--- src/rtl/turn_signal_decoder.sv ---
// Receive-side observer for the tail-light lamp bus: classifies lamp steps into
// idle/left/right/hazard modes, flags illegal or stuck patterns, counts sweeps.
module turn_signal_decoder #(
    parameter int TIMEOUT    = 10_000_000,
    parameter int LOCK_COUNT = 2
) (
    input  logic       ADC_CLK_10,
    input  logic       KEY0,
    input  logic [2:0] LAMP_L,
    input  logic [2:0] LAMP_R,
    output logic [1:0] MODE,
    output logic       FAULT,
    output logic [7:0] SEQ_COUNT,
    output logic [7:0] HEX0
);

    localparam int TW = (TIMEOUT > 1) ? $clog2(TIMEOUT) : 1;
    localparam int CW = $clog2(LOCK_COUNT + 1);
    localparam logic [TW-1:0] TMAX = TW'(TIMEOUT - 1);

    typedef enum logic [2:0] {S_IDLE, S_LEFT, S_RIGHT, S_HAZARD, S_FAULT} state_t;
    typedef enum logic [1:0] {C_NONE, C_LEFT, C_RIGHT, C_HAZ} cls_t;

    logic [5:0]    lamp_q, lamp_prev;
    logic [TW-1:0] timer;
    logic [CW-1:0] cnt, cnt_nxt;
    logic [7:0]    seq, seq_nxt;
    state_t        state, state_nxt;
    cls_t          cand, cand_nxt, step;
    logic          change, timeout_fire;

    // Successor in the outward sweep; unknown codes map to themselves so they never match.
    function automatic logic [2:0] sweep_next(input logic [2:0] x);
        case (x)
            3'b000:  return 3'b001;
            3'b001:  return 3'b011;
            3'b011:  return 3'b111;
            3'b111:  return 3'b000;
            default: return x;
        endcase
    endfunction

    function automatic state_t state_of(input cls_t c);
        case (c)
            C_LEFT:  return S_LEFT;
            C_RIGHT: return S_RIGHT;
            C_HAZ:   return S_HAZARD;
            default: return S_IDLE;
        endcase
    endfunction

    function automatic cls_t cls_of(input state_t s);
        case (s)
            S_LEFT:   return C_LEFT;
            S_RIGHT:  return C_RIGHT;
            S_HAZARD: return C_HAZ;
            default:  return C_NONE;
        endcase
    endfunction

    function automatic logic [7:0] hex_of(input state_t s);
        case (s)
            S_LEFT:   return 8'hC7;
            S_RIGHT:  return 8'hAF;
            S_HAZARD: return 8'h89;
            S_FAULT:  return 8'h8E;
            default:  return 8'hBF;
        endcase
    endfunction

    assign change       = (lamp_q != lamp_prev);
    assign timeout_fire = !change && (timer == TMAX);
    assign SEQ_COUNT    = seq;

    always_comb begin
        step = C_NONE;
        if (lamp_prev[2:0] == 3'b000 && lamp_q[2:0] == 3'b000 &&
            lamp_q[5:3] == sweep_next(lamp_prev[5:3]))
            step = C_LEFT;
        else if (lamp_prev[5:3] == 3'b000 && lamp_q[5:3] == 3'b000 &&
                 lamp_q[2:0] == sweep_next(lamp_prev[2:0]))
            step = C_RIGHT;
        else if ((lamp_prev == 6'h00 && lamp_q == 6'h3F) ||
                 (lamp_prev == 6'h3F && lamp_q == 6'h00))
            step = C_HAZ;
    end

    always_comb begin
        state_nxt = state;
        cand_nxt  = cand;
        cnt_nxt   = cnt;
        seq_nxt   = seq;
        if (change) begin
            unique case (state)
                S_IDLE: begin
                    if (step == C_NONE) begin
                        cnt_nxt = '0;
                    end else begin
                        if (step == cand) begin
                            cnt_nxt = cnt + CW'(1);
                        end else begin
                            cand_nxt = step;
                            cnt_nxt  = CW'(1);
                        end
                        if (cnt_nxt >= CW'(LOCK_COUNT)) begin
                            state_nxt = state_of(step);
                            seq_nxt   = '0;
                            cand_nxt  = C_NONE;
                            cnt_nxt   = '0;
                        end
                    end
                end
                S_LEFT, S_RIGHT, S_HAZARD: begin
                    if (step == C_NONE) begin
                        state_nxt = S_FAULT;
                    end else if (step == cls_of(state)) begin
                        // A sweep completes when the same-class step lands on all-dark.
                        if (lamp_q == 6'h00 && seq != 8'hFF)
                            seq_nxt = seq + 8'd1;
                    end else begin
                        state_nxt = S_IDLE;
                        cand_nxt  = step;
                        cnt_nxt   = CW'(1);
                    end
                end
                default: ;
            endcase
        end else if (timeout_fire) begin
            state_nxt = (lamp_q == 6'h00) ? S_IDLE : S_FAULT;
            cand_nxt  = C_NONE;
            cnt_nxt   = '0;
        end
        if (state_nxt == S_IDLE || state_nxt == S_FAULT)
            seq_nxt = '0;
    end

    always_ff @(posedge ADC_CLK_10 or negedge KEY0) begin
        if (!KEY0) begin
            lamp_q    <= '0;
            lamp_prev <= '0;
            timer     <= '0;
            state     <= S_IDLE;
            cand      <= C_NONE;
            cnt       <= '0;
            seq       <= '0;
            MODE      <= 2'b00;
            FAULT     <= 1'b0;
            HEX0      <= 8'hBF;
        end else begin
            lamp_q    <= {LAMP_L, LAMP_R};
            lamp_prev <= lamp_q;
            // Saturating at TMAX keeps the timeout asserting for as long as the bus stays quiet.
            if (change)
                timer <= '0;
            else if (timer != TMAX)
                timer <= timer + TW'(1);
            state     <= state_nxt;
            cand      <= cand_nxt;
            cnt       <= cnt_nxt;
            seq       <= seq_nxt;
            MODE      <= (state_nxt == S_FAULT) ? 2'b00 : 2'(cls_of(state_nxt));
            FAULT     <= (state_nxt == S_FAULT);
            HEX0      <= hex_of(state_nxt);
        end
    end

endmodule

--- config.mk ---
export PLATFORM = sky130hd
export DESIGN_NAME = turn_signal_decoder
export DESIGN_NICKNAME = d
export VERILOG_FILES = /design/src/rtl/turn_signal_decoder.sv
export SDC_FILE = /design/constraint.sdc
export NUM_CORES = 1
export LEC_CHECK = 0
export BUFFER_PORTS_ARGS = -buffer_cell sky130_fd_sc_hd__buf_2
export CAP_MARGIN = 40
export CORE_MARGIN = 4
export CORE_UTILIZATION = 60
export DETAILED_ROUTE_END_ITERATION = 8
export PLACE_DENSITY = 0.91
export SLEW_MARGIN = 10
export SYNTH_ARGS = -nofsm -noshare
export SYNTH_HDL_FRONTEND = slang
export SYNTH_SLANG_ARGS = --single-unit
--- constraint.sdc ---
create_clock -name ADC_CLK_10 -period 5.15 [get_ports ADC_CLK_10]
set_clock_uncertainty 0.2 [all_clocks]
set_input_delay 0.2575 -clock ADC_CLK_10 [delete_from_list [all_inputs] [get_ports ADC_CLK_10]]
set_output_delay 0.2575 -clock ADC_CLK_10 [all_outputs]
set_load 0.01 [all_outputs]
==> results of run 1 <==
final cells by class:
type	count	area, um2	share of cell area
sequential	60	1510	0.392
timing repair buffer	34	218	0.0566
inverter	11	41.3	0.0107
clock buffer	11	151	0.0393
clock inverter	5	83.8	0.0218
multi-input combinational	267	1760	0.456
tap	72	90.1	0.0234
worst max path at each step:
| stage | from | to | slack [ns] |
|---|---|---|---|
| floorplan | lamp_q[4] | SEQ_COUNT[6] | 2.26 |
| global placement | lamp_q[5] | SEQ_COUNT[4] | 2.01 |
| detailed placement | lamp_q[4] | SEQ_COUNT[2] | 2.01 |
| CTS | lamp_prev[4] | SEQ_COUNT[4] | 2.00 |
| global route | lamp_prev[0] | SEQ_COUNT[1] | 1.83 |
| finish | lamp_prev[4] | SEQ_COUNT[4] | 1.95 |
report_power, final:
part,switching [W],internal [W]
Sequential,0.0000131,0.000476
Combinational,0.0000263,0.0000181
Clock,0.000201,0.000300
logic make-up (layout without fill, tap and decap cells):
group	count (synthesis)	in the layout
and+or+nand+nor	169	169
AOI/OAI and AO/OA	61	61
DFF	60	60
xor gates and xnor gates	29	29
buffers and inverters	29	61
muxes	4	4
adders and majority gates	3	3
other	1	1
placed cells by master, fill, tap and decap left out, types with 5 or more instances in the layout:
cell           netlist  routed
a21oi_1              7       7
and2_1               6       6
and3_1              11      11
buf_2                0      25
clkbuf_8             0      11
dfrtp_1             55      55
dfstp_2              5       5
dlygate4sd3_1        0       7
inv_1               11      11
nand2_1             25      25
nand3_1             18      18
nand4_1              8       8
nor2_1              43      43
nor3_1              15      15
nor4_1               8       8
o21ai_0             10      10
o221a_1              6       6
xnor2_1             13      13
xor2_1              16      16
routing by layer:
layer	up-vias	share of wire
li1	1350	-
met1	1421	0.42
met2	121	0.49
met3	24	0.058
met4	0	0.028
met5	-	0
critical path: cells and delay by family, from the launching register on:
kind | cells | cell delay, ns
compound gates | 5 | 1.44
xor+xnor | 1 | 0.16
flops | 1 | 0.52
simple gates | 2 | 0.75
sequential cells by signal, indices dropped and copies added, names as in the netlist:
register and cells:
timer 24, SEQ_COUNT 8, HEX0 6, lamp_prev 6
lamp_q 6, state 3, MODE 2, cand 2
cnt 2, FAULT 1
through the flow:
stage	hold slack, ns	area (um2)	setup WS (ns)	utilization
5_1_grt	0.353	3850	1.83	0.690
6_report	0.336	3850	1.95	0.690
2_1_floorplan	-0.238	3470	2.26	-
3_3_place_gp	0.166	3530	2.01	0.633
4_1_cts	0.335	3850	2.00	0.690
3_5_place_dp	0.167	3540	2.01	0.635
==> flow_summary_export.csv, run 1 <==
group,metric,value,unit
global_routing,grt_usage,0.227,
die,start_util,0.622,
worst_setup_path,critPathSlowestCell,"or4_1",
clocking,postCtsHoldBufs,7,
synthesis,avgSynthCellArea,9.75,um2
worst_hold_path,min_path_type,"reg2reg",
layout,fillCellCount,420,
clocking,path_clk_slew,0.07,ns
synthesis,yosysUniqueCellTypes,69,
placed_design,portBuffers,25,
die,core,5570,um2
drt,post-route-drc-count,0,
timing,setup_viol,0,
layout,syn2layout_area_growth,10.9,%
timing,tightest_slew,0.801,ns
synthesis,synth_seq_cells,60,
global_routing,grt_pass1_wl,13.0,mm
synthesis,synth_most_common_cell,"dfrtp_1",
clocking,postCtsSetupRepairBufs,0,
synthesis,synth_edf_count,0,
clocking,cts_tree,"yes",
worst_setup_path,r2r-start,"lamp_prev[4]",
drt,wl_per_cell,16.6,um
clocking,cts_buffer_depth,2,
timing,rsz0062_at_grt,"no",
clocking,cts_made_buffers,9,
clocking,cts-root-buf,"clkbuf_8",
drt,drt_iter0_markers,369,
die,fp.dieW,84.0,um
synthesis,syn_nets,366,
synthesis,syn_area,3470,um2
status,status,"finished, final reports clean",
pwr,power,0.00103,W
die,ios,27,
global_routing,busiest_layer,"met2",
timing,period_needed,3.20,ns
worst_setup_path,reg2regPathDepth,8,
placed_design,detailed_place_hpwl,5.14,mm
timing,finalHoldViolCount,0,
pwr,leakage,1.66,nW
worst_setup_path,end_kind,"register",
synthesis,ys.warnings.count,0,
synthesis,yosysSeqAreaShare,0.435,
worst_setup_path,cp_slowest_stage_delay,0.60,ns
clocking,cts_resized,0,
layout,final_cells,460,
global_routing,grt_overflow_total,0,
layout,num-nets-final,393,
timing,clock.fmax,313,MHz
timing,period_share,0.621,
timing,setup_tns,0,ns
worst_setup_path,crit_type,"reg2reg",
timing,finalMaxSlewViolations,0,
layout,diodes,0,
layout,drive_gt1_frac,0.191,
synthesis,synth_area_leaders,"dfrtp_1 40%, nor2_1 4.7%, xor2_1 4.0%, dfstp_2 3.8%, xnor2_1 3.3%",
synthesis,synth_flop_cell,"dfrtp_1",
worst_setup_path,worstPathRequired,5.18,ns
worst_hold_path,hold_path_end,"cnt[0]",
placed_design,gp_congestion,0.931,
run,maxCapViolations,0,
synthesis,syn_inst,356,
worst_setup_path,crit_chain,"or4_1, nor3_2, o221a_2, o31a_2, xnor2_1, a22oi_1, a221o_4, o221a_1",
worst_setup_path,r2r-end,"SEQ_COUNT[4]",
synthesis,synthXorXnorAreaFrac,0.0732,
synthesis,synth_compound_area_frac,0.144,
worst_setup_path,crit_arrival,3.22,ns
worst_setup_path,cp_max_fo,11,
pwr,peakVddDrop,0.000202,V
die,die-area,7060,um2
drt,ant_nets,0,
synthesis,synthSimpleGateAreaFrac,0.266,
clocking,ctsHtreeMaxLevel,3,
global_routing,antenna_found_initial,0,
synthesis,muxShareOfSynthArea,0.0119,
synthesis,synth_top_family_by_area,"simple AND/OR/NAND/NOR gates",
clocking,clk_latency,0.35,ns
timing,slew_headroom,0.462,
drt,vias_per_cell,6.34,
drt,drt-pass1-iter-count,6,
global_routing,grt_max_degree,61,
global_routing,use_met1,0.295,
pwr,powerDensity,269,nW/um2
global_routing,grtUsageMet2,0.348,
clocking,cts_sinks,60,
synthesis,yosysTopAreaCell,"dfrtp_1",
global_routing,grt_pass1_vias,2801,
synthesis,synth_fa_ha_area_frac,0.0101,
die,die_h,84.0,um
worst_setup_path,reg2reg_slack,1.95,ns
worst_setup_path,startpoint_type,"register",
global_routing,use_met3,0.0592,
drt,wl,7.66,mm
drt,dr_total_vias,2916,
worst_hold_path,whs_path_depth,2,
die,row_count,27,
worst_hold_path,min_from,"cnt[0]",
placed_design,post-place-cells,437,
synthesis,async_flop_share,1.00,
synthesis,synthTopCellsByCount,"55 x dfrtp_1, 43 x nor2_1, 25 x nand2_1",
synthesis,yosysTopAreaCellShare,0.397,
Power figures use the tool's default switching activity.
==> inputs of run 2 (changes only) <==
ABC_AREA = 1   (was not set)
CORE_UTILIZATION = 54   (was 60)
PLACE_DENSITY = 0.87   (was 0.91)
clock period = 2.7 ns   (was 5.15 ns; I/O delays follow)
==> run 2 against run 1 <==
  * Synthesized area fell by 3.2%
  * Clock power rose by 86%
  * Design area is 3.5% higher
  * Power grew 150%
  * Highest routed layer unchanged
  * Critical path depth is 6 higher
  * Die area up 6.8%
  * Count of clock-buffer cells in the layout grew 1
  * Worst hold slack lost 0.17 ns
  * Largest cell class unchanged
  * Routed wire length grew 2.1%
  * Via count grew 6.8%
==> flow_summary_export.csv, run 2 <==
group,metric,value,unit
status,status,"finished, final reports clean",
pwr,peakVddDrop,0.000776,V
timing,finalHoldViolCount,0,
layout,final_cells,567,
synthesis,synth_seq_cells,60,
synthesis,syn_nets,450,
die,fp.dieW,86.8,um
drt,wl_per_cell,13.8,um
layout,largest_reg_flops,24,
clocking,cts_tree,"yes",
synthesis,synth_flop_cell,"dfrtp_1",
layout,num-nets-final,497,
global_routing,grt_usage,0.219,
synthesis,synth_area_leaders,"dfrtp_1 41%, nand2_1 12%, inv_1 6.8%, nand3_1 5.7%, a21oi_1 4.3%",
drt,ant_nets,0,
timing,clock.fmax,384,MHz
worst_setup_path,cp_max_fo,8,
layout,final_common_cell,"nand2_1",
timing,period_needed,2.60,ns
synthesis,syn_inst,440,
layout,final_area,3980,um2
timing,tightest_slew,0.664,ns
timing,slew_headroom,0.557,
synthesis,yosysUniqueCellTypes,41,
global_routing,grt_pass1_vias,2966,
worst_setup_path,crit_path_start,"lamp_prev[5]",
placed_design,detailed_place_hpwl,5.26,mm
global_routing,grt_pass1_wl,13.0,mm
synthesis,yosysSeqAreaShare,0.449,
global_routing,antenna_found_initial,0,
synthesis,avgSynthCellArea,7.63,um2
clocking,cts_sinks,60,
layout,drive_gt1_frac,0.211,
worst_setup_path,r2r-start,"lamp_prev[5]",
drt,wl,7.82,mm
timing,period_share,0.963,
die,core,5990,um2
synthesis,yosysTopAreaCellShare,0.410,
clocking,clk_latency,0.34,ns
synthesis,ys.warnings.count,0,
synthesis,syn_area,3360,um2
placed_design,post-place-cells,539,
worst_setup_path,worstPathRequired,2.77,ns
worst_setup_path,critPathCapture,"SEQ_COUNT[4]",
placed_design,dpl-instance-area,3580,um2
global_routing,grt_max_degree,32,
timing,finalMaxSlewViolations,0,
drt,vias_per_cell,5.49,
pwr,leakage,1.88,nW
clocking,path_clk_slew,0.07,ns
die,start_util,0.560,
worst_setup_path,crit_arrival,2.67,ns
worst_setup_path,reg2regPathDepth,14,
timing,setup_viol,0,
synthesis,async_flop_share,1.00,
layout,final_cell_mix,"104 x nand2_1, 61 x inv_1, 52 x dfrtp_1",
placed_design,gp_congestion,0.969,
placed_design,portBuffers,25,
synthesis,synthTopCellsByCount,"105 x nand2_1, 61 x inv_1, 55 x dfrtp_1",
clocking,cts_made_buffers,9,
layout,syn2layout_area_growth,18.6,%
die,row_count,28,
clocking,ctsHtreeMaxLevel,3,
clocking,cts-root-buf,"clkbuf_8",
drt,drt_iter0_markers,251,
worst_setup_path,end_kind,"register",
die,die_h,86.8,um
drt,post-route-drc-count,0,
pwr,powerDensity,648,nW/um2
worst_setup_path,reg2reg_slack,0.1,ns
synthesis,synth_most_common_cell,"nand2_1",
layout,diodes,0,
layout,regMostFlops,"timer",
synthesis,synth_edf_count,0,
worst_setup_path,r2r-end,"SEQ_COUNT[4]",
run,maxCapViolations,0,
die,ios,27,
worst_setup_path,startpoint_type,"register",
drt,dr_total_vias,3115,
worst_hold_path,min_path_type,"in2async",
clocking,cts_buffer_depth,2,
drt,drt-pass1-iter-count,5,
die,die-area,7540,um2
worst_setup_path,crit_type,"reg2reg",
global_routing,grt_overflow_total,0,
synthesis,yosysTopAreaCell,"dfrtp_1",
run 2: changes by cell type after synthesis, sizes merged, moves of 12 or more:
cell	delta
nand3	+23
nand2	+87
a21oi	+28
inv	+60
buf	-13
xnor2	-12
and3	-15
run 2: what timing repair did:
action | CTS | global route
hold endpoints to repair | 30 | 0
setup buffers | 0 | 5
hold buffers | 7 | 0
resized for setup | 0 | 18
endpoints found under the setup margin | 0 | 12
run 2: per-stage QoR:
stage	utilization	power (W)	setup TNS [ns]	setup slack, ns	hold WS [ns]
after floorplan	-	0.00145	0	0.429	-0.361
after global routing	0.665	0.00273	-0.639	-0.100	0.229
after global placement	0.597	0.00159	0	0.259	0.00911
final	0.665	0.00258	0	0.0986	0.171
after CTS	0.647	0.00255	0	0.127	0.189
after detailed placement	0.597	0.00161	0	0.141	0.0111
run 2: logic make-up after synthesis:
family          share of synthesized area
fa+ha+maj                         0.00745
xor+xnor                           0.0335
buf+inv                            0.0887
flops                               0.449
simple gates                        0.305
compound gates                      0.115
other cells                       0.00112
run 2: report_power, final:
| group | total [W] | switching [W] | internal, W |
|---|---|---|---|
| Combinational | 0.000590 | 0.000409 | 0.000182 |
| Clock | 0.000931 | 0.000362 | 0.000569 |
| Sequential | 0.00106 | 0.0000517 | 0.00101 |
run 2: layer usage:
layer / global-route usage / part of all wire / vias up
met5: 0 / 0 / -
met4: 0.0963 / 0.025 / 0
met3: 0.0589 / 0.074 / 25
met2: 0.341 / 0.47 / 134
met1: 0.286 / 0.43 / 1443
li1: - / - / 1513
run 2: worst min-delay path by stage:
stage / slack (ns) / depth (start not counted) / from / to
after global placement: 0.009 / 1 / KEY0 / SEQ_COUNT[3]
after floorplan: -0.36 / 0 / KEY0 / FAULT
after global routing: 0.23 / 2 / LAMP_L[0] / lamp_q[3]
final: 0.17 / 2 / KEY0 / SEQ_COUNT[3]
after CTS: 0.19 / 2 / KEY0 / timer[14]
after detailed placement: 0.01 / 1 / KEY0 / SEQ_COUNT[3]
run 2: worst max-delay path: stages, from the launching register on:
cell and delay, ns:
dfrtp_1 0.47, inv_2 0.11, nand2_1 0.09, nand3_1 0.09, nand3_1 0.08, nor2_1 0.12, nand2_2 0.11, nand2_2 0.13
xor2_1 0.25, nand2_1 0.14, o21ai_2 0.19, nand2_4 0.12, nor2_8 0.19, nand2_1 0.09, a21oi_2 0.13
run 2: area by class of cell:
class | instances | area (um2)
Fill cell | 451 | 2010
Multi-Input combinational cell | 303 | 1610
Sequential cell | 60 | 1510
Inverter | 72 | 273
Timing Repair Buffer | 41 | 263
Clock buffer | 12 | 155
Tap cell | 75 | 93.8
Clock inverter | 4 | 72.6
==> inputs of run 3 (changes only) <==
RECOVER_POWER = 25   (was not set)
==> run 3 against run 2 <==
  * The run now ends with capacitance limit, slew limit left
  * Worst hold slack improved by 0.070 ns
  * Critical path depth unchanged
  * Sequential share of layout area about the same
  * Die area unchanged
  * Combinational power about the same
  * Highest routed layer unchanged
==> flow_summary_export.csv, run 3 (same netlist as run 2, synthesis figures left out) <==
group,metric,value,unit
layout,diodes,0,
layout,syn2layout_area_growth,18.5,%
timing,clock.fmax,385,MHz
timing,slew_headroom,-0.0703,
worst_setup_path,path_delay_family,"simple AND/OR/NAND/NOR gates",
global_routing,grt_usage,0.219,
worst_setup_path,reg2regPathDepth,14,
drt,vias_per_cell,5.50,
layout,fillCellCount,453,
timing,finalHoldViolCount,0,
timing,setup_viol,0,
clocking,cts_tree,"yes",
drt,drt_iter0_markers,234,
die,die-area,7540,um2
clocking,cts_buffer_depth,2,
layout,largest_reg_flops,24,
worst_setup_path,cp.depth,14,
die,start_util,0.560,
drt,drt-pass1-iter-count,7,
clocking,cts_made_buffers,9,
placed_design,detailed_place_hpwl,5.26,mm
global_routing,grt_pass1_wl,13.0,mm
die,ios,27,
die,die_h,86.8,um
layout,utilization,0.664,
drt,ant_nets,0,
clocking,cts_sinks,60,
layout,final_common_cell,"nand2_1",
layout,final_cell_mix,"104 x nand2_1, 61 x inv_1, 53 x dfrtp_1",
timing,setup_tns,0,ns
clocking,path_clk_slew,0.07,ns
pwr,leakage,1.87,nW
layout,multiInputGateArea,1610,um2
clocking,cts-root-buf,"clkbuf_8",
placed_design,gp_congestion,0.969,
drt,wl,7.79,mm
global_routing,grt_max_degree,32,
run,maxCapViolations,1,
placed_design,dp_slack,0.141,ns
clocking,ctsHtreeMaxLevel,3,
worst_setup_path,r2r-end,"SEQ_COUNT[0]",
worst_setup_path,startpoint_type,"register",
worst_setup_path,r2r-start,"lamp_prev[5]",
timing,period_needed,2.60,ns
layout,final_cells,567,
worst_setup_path,cp_common_cell,"nand2_1",
worst_hold_path,min_path_type,"in2reg",
global_routing,antenna_found_initial,0,
clocking,clk_latency,0.34,ns
timing,tightest_slew,1.61,ns
die,core,5990,um2
drt,post-route-drc-count,0,
layout,num-nets-final,497,
die,fp.dieW,86.8,um
timing,fin_ws,0.105,ns
worst_setup_path,end_kind,"register",
timing,finalMaxSlewViolations,32,
layout,seq_area,1510,um2
worst_setup_path,crit_type,"reg2reg",
layout,drive_gt1_frac,0.207,
pwr,peakVddDrop,0.000776,V
worst_setup_path,reg2reg_slack,0.10,ns
worst_setup_path,worstPathRequired,2.76,ns
layout,regMostFlops,"timer",
status,violations,"capacitance limit, slew limit",
worst_setup_path,cp_max_fo,8,
drt,dr_total_vias,3116,
global_routing,grt_overflow_total,0,
worst_setup_path,cp_slowest_stage_delay,0.48,ns
worst_setup_path,critPathSlowestCell,"dfrtp_1",
placed_design,post-place-cells,539,
pwr,powerDensity,648,nW/um2
placed_design,portBuffers,25,
worst_setup_path,crit_path_start,"lamp_prev[5]",
status,status,"finished, violations left",
drt,wl_per_cell,13.7,um
worst_setup_path,worstPathBufferInverterCount,1,
worst_setup_path,critPathCapture,"SEQ_COUNT[0]",
timing,period_share,0.961,
worst_setup_path,crit_arrival,2.66,ns
global_routing,grt_pass1_vias,2966,
worst_setup_path,crit_chain,"inv_2, nand2_1, nand3_1, nand3_1, nor2_1, nand2_2, nand2_2, xor2_1, nand2_1, o21ai_2, nand2_4, nor2_8, nand2_1, a21oi_2",
die,row_count,28,
run 3: changes by cell type in the layout (fill, tap and decap cells not counted):
cell      previous run  this run
dfrtp_2              3         2
clkbuf_1             1         2
buf_2               25        24
dfrtp_1             52        53
run 3: repair_timing:
action,in CTS,in global routing
endpoints found under the hold margin,30,0
resized for setup,0,18
hold buffers,7,0
setup endpoints to repair,0,12
buffers inserted,0,5
run 3: routing by layer:
layer / wire length, um / track usage / share of wire
met2: 3680 / 0.341 / 0.47
met4: 201 / 0.0963 / 0.026
met3: 537 / 0.0589 / 0.069
met5: 0 / 0 / 0
met1: 3370 / 0.286 / 0.43
run 3: stage by stage:
stage               total power (W)  instance area, um2  hold WS [ns]
floorplan                   0.00145                3360        -0.361
global placement            0.00159                3580       0.00911
detailed placement          0.00161                3580        0.0111
CTS                         0.00255                3880         0.189
global route                0.00273                3980         0.229
finish                      0.00258                3980         0.241
run 3: power breakdown:
part / leakage [nW] / total (W) / internal [W] / switching [W]
sequential: 0.780 / 0.00106 / 0.00101 / 0.0000517
clock: 0.113 / 0.000932 / 0.000569 / 0.000363
combinational: 0.982 / 0.000589 / 0.000181 / 0.000407
total: 1.87 / 0.00258 / 0.00176 / 0.000822
run 3: area by class of cell:
type                    instances  area share
inverters                      72      0.0686
repair buffers                 41      0.0657
clock buffers                  12      0.0390
well taps                      75      0.0236
clock inverters                 4      0.0182
multi-input cells             303       0.405
flip-flops and latches         60       0.380
run 3: worst min path at each step:
stage	start	end	slack, ns	depth (start not counted)
4_1_cts	KEY0	timer[14]	0.19	2
3_5_place_dp	KEY0	SEQ_COUNT[3]	0.01	1
2_1_floorplan	KEY0	FAULT	-0.36	0
5_1_grt	LAMP_L[0]	lamp_q[3]	0.23	2
6_report	LAMP_L[0]	lamp_q[3]	0.24	2
3_3_place_gp	KEY0	SEQ_COUNT[3]	0.009	1
